==> src/rtl/pipeline_ctrl_if.sv <==
// Control bundle between the 5-stage datapath and its sequencer: hazard and memory
// status flowing in, latch/PC enables, flushes and the halted flag flowing out.
interface pipeline_ctrl_if;
   logic       ihit;
   logic       dhit;
   logic       dmem_req;
   logic       idex_dload;
   logic [4:0] idex_rt;
   logic [4:0] ifid_rs;
   logic [4:0] ifid_rt;
   logic       branch_taken;
   logic       jump;
   logic       halt_mem;

   logic       pc_en;
   logic       ifid_en;
   logic       idex_en;
   logic       exmem_en;
   logic       memwb_en;
   logic       ifid_flush;
   logic       idex_flush;
   logic       halted;

   // Sequencer side: consumes status, drives enables.
   modport master (
      input  ihit, dhit, dmem_req, idex_dload, idex_rt, ifid_rs, ifid_rt,
             branch_taken, jump, halt_mem,
      output pc_en, ifid_en, idex_en, exmem_en, memwb_en, ifid_flush, idex_flush, halted
   );

   // Datapath side: reports status, obeys enables.
   modport slave (
      output ihit, dhit, dmem_req, idex_dload, idex_rt, ifid_rs, ifid_rt,
             branch_taken, jump, halt_mem,
      input  pc_en, ifid_en, idex_en, exmem_en, memwb_en, ifid_flush, idex_flush, halted
   );
endinterface

==> src/rtl/pipeline_ctrl.sv <==
// Pipeline sequencer: per-cycle latch/PC enables and flushes, data-memory wait and halt FSM.
// Define PIPE_PERF_EN to build the saturating stall/flush performance counters.
module pipeline_ctrl #(
   parameter int CNT_W = 32
) (
   input  logic              CLK,
   input  logic              nRST,
   pipeline_ctrl_if.master   pif,
   output logic [CNT_W-1:0]  stall_cnt,
   output logic [CNT_W-1:0]  flush_cnt
);

   typedef enum logic [1:0] {
      RUN   = 2'd0,
      DWAIT = 2'd1,
      HALT  = 2'd2
   } state_t;

   state_t state, next_state;
   logic   load_use;
   logic   advance;

   assign load_use = pif.idex_dload & (pif.idex_rt != 5'd0) &
                     ((pif.idex_rt == pif.ifid_rs) | (pif.idex_rt == pif.ifid_rt));

   // NOTE: state registers use non-blocking assignments so every flop samples pre-edge values.
   always_ff @(posedge CLK or negedge nRST) begin
      if (!nRST) state <= RUN;
      else       state <= next_state;
   end

   always_comb begin
      // NOTE: every output gets a default first so no path can infer a latch.
      next_state     = state;
      advance        = 1'b0;
      pif.pc_en      = 1'b0;
      pif.ifid_en    = 1'b0;
      pif.idex_en    = 1'b0;
      pif.exmem_en   = 1'b0;
      pif.memwb_en   = 1'b0;
      pif.ifid_flush = 1'b0;
      pif.idex_flush = 1'b0;

      unique case (state)
         RUN: begin
            if (pif.halt_mem) begin
               // Let HALT retire into WB, then freeze everything.
               pif.memwb_en = 1'b1;
               next_state   = HALT;
            end else if (pif.dmem_req && !pif.dhit) begin
               next_state = DWAIT;
            end else begin
               advance = 1'b1;
            end
         end
         DWAIT: begin
            if (pif.dhit) begin
               advance    = 1'b1;
               next_state = RUN;
            end
         end
         HALT:    next_state = HALT;
         default: next_state = RUN;
      endcase

      if (advance) begin
         pif.pc_en    = 1'b1;
         pif.ifid_en  = 1'b1;
         pif.idex_en  = 1'b1;
         pif.exmem_en = 1'b1;
         pif.memwb_en = 1'b1;
         // A taken branch squashes the front end, so it outranks every other front-end hazard.
         if (pif.branch_taken) begin
            pif.ifid_flush = 1'b1;
            pif.idex_flush = 1'b1;
         end else if (load_use) begin
            pif.pc_en      = 1'b0;
            pif.ifid_en    = 1'b0;
            pif.idex_flush = 1'b1;
         end else if (pif.jump) begin
            pif.ifid_flush = 1'b1;
            pif.pc_en      = pif.ihit;
         end else if (!pif.ihit) begin
            pif.pc_en      = 1'b0;
            pif.ifid_flush = 1'b1;
         end
      end
   end

   assign pif.halted = (state == HALT);

`ifdef PIPE_PERF_EN
   localparam logic [CNT_W-1:0] CNT_ONE = {{(CNT_W-1){1'b0}}, 1'b1};

   logic [CNT_W-1:0] stall_q, flush_q;

   always_ff @(posedge CLK or negedge nRST) begin
      if (!nRST) begin
         stall_q <= '0;
         flush_q <= '0;
      end else begin
         if (!pif.pc_en && (state != HALT) && (stall_q != '1)) stall_q <= stall_q + CNT_ONE;
         if ((pif.ifid_flush || pif.idex_flush) && (flush_q != '1)) flush_q <= flush_q + CNT_ONE;
      end
   end

   assign stall_cnt = stall_q;
   assign flush_cnt = flush_q;
`else
   assign stall_cnt = '0;
   assign flush_cnt = '0;
`endif

endmodule
==> src/flat_wrapper.sv <==
// flat-port wrapper written by rule: the top's interface ports become plain ports
module pipeline_ctrl_flat 
#(
   parameter int CNT_W = 32
)
  (CLK, nRST, stall_cnt, flush_cnt, pif_ihit, pif_dhit, pif_dmem_req, pif_idex_dload, pif_idex_rt, pif_ifid_rs, pif_ifid_rt, pif_branch_taken, pif_jump, pif_halt_mem, pif_pc_en, pif_ifid_en, pif_idex_en, pif_exmem_en, pif_memwb_en, pif_ifid_flush, pif_idex_flush, pif_halted);
  pipeline_ctrl_if pif_i ();
  input  logic CLK;
  input  logic nRST;
  output logic [CNT_W-1:0] stall_cnt;
  output logic [CNT_W-1:0] flush_cnt;
  input wire logic [$bits(pif_i.ihit)-1:0] pif_ihit;
  input wire logic [$bits(pif_i.dhit)-1:0] pif_dhit;
  input wire logic [$bits(pif_i.dmem_req)-1:0] pif_dmem_req;
  input wire logic [$bits(pif_i.idex_dload)-1:0] pif_idex_dload;
  input wire logic [$bits(pif_i.idex_rt)-1:0] pif_idex_rt;
  input wire logic [$bits(pif_i.ifid_rs)-1:0] pif_ifid_rs;
  input wire logic [$bits(pif_i.ifid_rt)-1:0] pif_ifid_rt;
  input wire logic [$bits(pif_i.branch_taken)-1:0] pif_branch_taken;
  input wire logic [$bits(pif_i.jump)-1:0] pif_jump;
  input wire logic [$bits(pif_i.halt_mem)-1:0] pif_halt_mem;
  output wire logic [$bits(pif_i.pc_en)-1:0] pif_pc_en;
  output wire logic [$bits(pif_i.ifid_en)-1:0] pif_ifid_en;
  output wire logic [$bits(pif_i.idex_en)-1:0] pif_idex_en;
  output wire logic [$bits(pif_i.exmem_en)-1:0] pif_exmem_en;
  output wire logic [$bits(pif_i.memwb_en)-1:0] pif_memwb_en;
  output wire logic [$bits(pif_i.ifid_flush)-1:0] pif_ifid_flush;
  output wire logic [$bits(pif_i.idex_flush)-1:0] pif_idex_flush;
  output wire logic [$bits(pif_i.halted)-1:0] pif_halted;
  assign pif_i.ihit = pif_ihit;
  assign pif_i.dhit = pif_dhit;
  assign pif_i.dmem_req = pif_dmem_req;
  assign pif_i.idex_dload = pif_idex_dload;
  assign pif_i.idex_rt = pif_idex_rt;
  assign pif_i.ifid_rs = pif_ifid_rs;
  assign pif_i.ifid_rt = pif_ifid_rt;
  assign pif_i.branch_taken = pif_branch_taken;
  assign pif_i.jump = pif_jump;
  assign pif_i.halt_mem = pif_halt_mem;
  assign pif_pc_en = pif_i.pc_en;
  assign pif_ifid_en = pif_i.ifid_en;
  assign pif_idex_en = pif_i.idex_en;
  assign pif_exmem_en = pif_i.exmem_en;
  assign pif_memwb_en = pif_i.memwb_en;
  assign pif_ifid_flush = pif_i.ifid_flush;
  assign pif_idex_flush = pif_i.idex_flush;
  assign pif_halted = pif_i.halted;
  pipeline_ctrl #(.CNT_W(CNT_W)) u_core (.CLK(CLK), .nRST(nRST), .pif(pif_i), .stall_cnt(stall_cnt), .flush_cnt(flush_cnt));
endmodule
==> config.mk <==
export PLATFORM = sky130hd
export DESIGN_NAME = pipeline_ctrl_flat
export DESIGN_NICKNAME = d
export VERILOG_FILES = /design/src/rtl/pipeline_ctrl_if.sv /design/src/rtl/pipeline_ctrl.sv /design/src/flat_wrapper.sv
export SDC_FILE = /design/constraint.sdc
export NUM_CORES = 1
export LEC_CHECK = 0
export CORE_ASPECT_RATIO = 0.7
export CORE_MARGIN = 2
export CORE_UTILIZATION = 27
export DETAILED_ROUTE_END_ITERATION = 10
export MAX_ROUTING_LAYER = met4
export PLACE_DENSITY = 0.82
export SKIP_LAST_GASP = 1
export SYNTH_ARGS = -nofsm -noshare
export SYNTH_HDL_FRONTEND = slang
export SYNTH_SLANG_ARGS = --single-unit
==> constraint.sdc <==
create_clock -name CLK -period 1.7 [get_ports CLK]
set_input_delay 0.34 -clock CLK [delete_from_list [all_inputs] [get_ports CLK]]
set_output_delay 0.34 -clock CLK [all_outputs]
set_load 0.02 [all_outputs]
==> results by stage <==
Synth:
- buf_4 takes more of the synthesized area than any other cell.
- Counting flops and latches in the post-synthesis netlist gives 2.
- In the post-synthesis netlist, the cell with the most instances is buf_4.
- After synthesis, the most frequently instantiated cells are buf_4, xnor2_1, a21oi_1.
- The mapped netlist covers 791 µm².
- Yosys mapped the design onto 21 distinct sky130hd cell types.
- Of the post-synthesis cell area, the dominant cell type holds approximately three fifths.
- Counting flops with a built-in enable in the synthesized netlist gives 0.
- Sequential cells were found to cover 6.33% of the synthesized design area.
- Synthesis handed over a netlist of ~110 instances.
- Yosys printed 0 warnings.
- After synthesis, the mean cell area works out to 7.53 µm².
- The share of synthesized flip-flops with an asynchronous set or reset is 100%.
- The most instantiated flip-flop cell in the synthesis netlist is dfrtp_1.
- Yosys attributes the largest share of cell area to buf_4, xnor2_1, dfrtp_1.

Layout:
- The synthesis-to-finish area growth is 38.9%.
- Counting flops per register, the top entry is u_core.state.
- The layout has 312 filler cells.
- The repair_antennas step left the layout with diodes totalling 0.
- Measured on the finished design, the core utilization comes to approximately two fifths.
- The register with the most flip-flops in the layout has 2 of them.
- The total non-filler cell area in the finished layout is 0.00110 mm².
- In the final layout, the registers with the most flip-flops are u_core.state: 2 flops.
- The share of layout cells above drive strength 1 is approximately a quarter.
- The net count of the finished layout is between 150 and 200.

GRT:
- The number of global-route vias before repair is 470.
- The global routing usage summed across all routing layers is 8.36%.
- The first-pass GRT wire length is about 2000 µm.
- The number of antenna violations at the first check in global routing is 0.
- Summed over all layers, the global routing overflow is 0.
- Entering global routing, the biggest net connects 6 pins.

Power and ir drop:
- For this design the static power due to leakage is 0.000596 µW.
- For this design the ratio of total power to cell area is ~440 mW/mm².
- IR analysis of the VDD net gives a maximum drop of 0.209 mV.

Place:
- In this run the cell area measured after placement is 987 µm².
- The count of buffers added on input and output ports is 31.
- Routability-driven placement finished with a final weighted congestion of 0.702.
- The sum of net half-perimeters after detailed placement is 1290 µm.

Drt:
- The number of remaining DRC errors is 0.
- The number of DRC markers in iteration 0 is 12.
- Once detail routing completed, the nets flagged for antenna violations numbered 0.
- The number of iterations in the first detailed-routing pass is 4.
- The via density per instance is approximately 3.3.
- In the final routed layout, each cell accounts on average for slightly above 8 µm.
- The final layout contains routed wiring with a total length of 1520 µm.
- The via total after detailed routing is 621.

Status:
- The run finished, with violations left.
- The checks that failed: negative setup slack.

Clock network:
- CTS built an H-tree with a depth of 1.
- The post-cts hold buffer count is 0.
- Clock-pin slew was measured on the worst setup and hold paths at 0.03 ns.
- The total clock sinks is 2.
- The CTS tree is yes.
- The clock insertion delay at the later pin of the skew report is 0.21 ns.
- The buffer depth of the longest clock path is 2.
- The number of buffers created by CTS is 3.
- The root buffer selected by CTS is clkbuf_8.

Floorplanning:
- The standard-cell row count is 16.
- Measured along the x axis, the die boundary spans 68.7 µm.
- Once the floorplan was initialized, standard cells occupied 28.4% of the core.
- The area enclosed by the die boundary is 0.00338 mm².
- The top-level I/O count is 96.
- The core footprint is 0.00278 mm².
- In this run the vertical extent of the chip is 49.3 µm.

STA:
- The maximum clock skew at final layout is ~0.0052 ns.
- The time the final worst path needs with I/O delays and setup is 1.87 ns.
- The total count of hold-check failures in the final report is 0.
- Setup total negative slack on the finished layout was measured at -0.521 ns.
- The share of the cycle needed by the critical path after routing is 110%.
- Setup repair after global routing could not meet its margin everywhere.
- The worst path setup slack after routing is -0.170 ns.
- For this run, the top clock speed supported by timing is approximately 0.53 GHz.
- The count of final max-slew check failures was 0.
- The final setup violation count is 4.

Critical path:
- The cell depth of the worst flop-to-flop path is 4.
- The worst setup path is captured at a primary output.
- The start of the worst register-to-register path is u_core.state[0].
- Setup slack on the worst reg-to-reg path comes out at 0.75 ns.
- The destination of the worst register-to-register timing path is u_core.state[0].
- STA classifies the critical path startpoint as a primary input.
- Data on the critical path is required at its endpoint by 1.36 ns.
- The largest fanout of any net on the critical path is 2.
- At the worst endpoint, the arrival time is 1.53 ns.
- The worst setup path is of the primary input to primary output kind.

Hold path:
- The kind of path behind the tightest hold check is primary input to async pin.

Job:
- The number of violations of the max-capacitance limit is 0.
==> cell type report <==
| type | instances | area (µm²) | share of cell area, % |
|---|---|---|---|
| Clock buffer | 3 | 41.3 | 3.76 |
| Sequential cell | 2 | 50.0 | 4.56 |
| Inverter | 1 | 3.75 | 0.342 |
| Timing Repair Buffer | 44 | 398 | 36.2 |
| Multi-Input combinational cell | 100 | 561 | 51.0 |
| Tap cell | 36 | 45.0 | 4.10 |
==> per-layer routing <==
layer  GRT usage (%)  vias to the layer above  share of wire (%)
met5               -                        -                  0
met2            14.1                       36                 56
met4            4.00                        0                1.4
met3            1.85                        2                 10
li1                -                      300                  -
met1            9.12                      283                 32
==> worst max-delay path, stage by stage <==
cell,delay (ns)
buf_8,0.10
or4_4,0.53
o21ai_4,0.18
nor4_1,0.06
a22o_1,0.19
buf_6,0.13
==> how the worst max path moves through the flow <==
stage	start	end	slack, ns	cells past startpoint
6_report	pif_idex_rt[1]	pif_idex_flush	-0.17	6
3_3_place_gp	pif_idex_rt[1]	pif_ifid_en	-1.03	6
3_5_place_dp	pif_idex_rt[1]	pif_ifid_en	-1.05	6
4_1_cts	pif_idex_rt[1]	pif_idex_flush	-0.21	6
5_1_grt	pif_idex_rt[1]	pif_idex_flush	-0.19	6
2_1_floorplan	u_core.state[0]	pif_ifid_flush	0.01	4
==> timing repair <==
action	in CTS	in global routing
endpoints found under the setup margin	8	7
setup buffers	2	1
pin swaps	20	13
gates resized for setup	75	12
==> cells in the final DEF (no fill, tap or decap), types with 3 or more instances in the layout <==
| cell type | synthesis | layout |
|---|---|---|
| buf_4 | 65 | 14 |
| buf_6 | 0 | 7 |
| clkbuf_8 | 0 | 3 |
| clkdlybuf4s50_1 | 0 | 5 |
| conb_1 | 1 | 64 |
| dlygate4sd2_1 | 0 | 13 |
| xnor2_1 | 10 | 7 |
| xnor2_2 | 0 | 3 |
==> per-stage QoR <==
step / std cells / total power, µW / setup WS, ns / hold WS (ns)
3_3_place_gp: 180 / 286 / -1.03 / 0.516
6_report: 186 / 487 / -0.170 / 0.299
4_1_cts: 185 / 478 / -0.206 / 0.295
5_1_grt: 186 / 518 / -0.188 / 0.305
3_5_place_dp: 180 / 288 / -1.05 / 0.514
2_1_floorplan: 168 / 323 / 0.0138 / 0.0444
==> cells by family (layout without fill, tap and decap cells) <==
logic type      after synthesis  in the layout  share of synthesized area, %
xor+xnor                     10             10                          11.1
simple gates                 15             15                          10.9
compound gates               11             11                          9.02
other cells                   1             64                         0.474
flops                         2              2                          6.33
buf+inv                      66             48                          62.2
==> report_power, final <==
part | internal [µW] | switching [µW] | total (µW)
Sequential | 48.0 | 0.000000840 | 48.0
Clock | 149 | 33.8 | 183
Combinational | 82.3 | 174 | 256
Note: power is estimated with default switching activity, not from simulation.
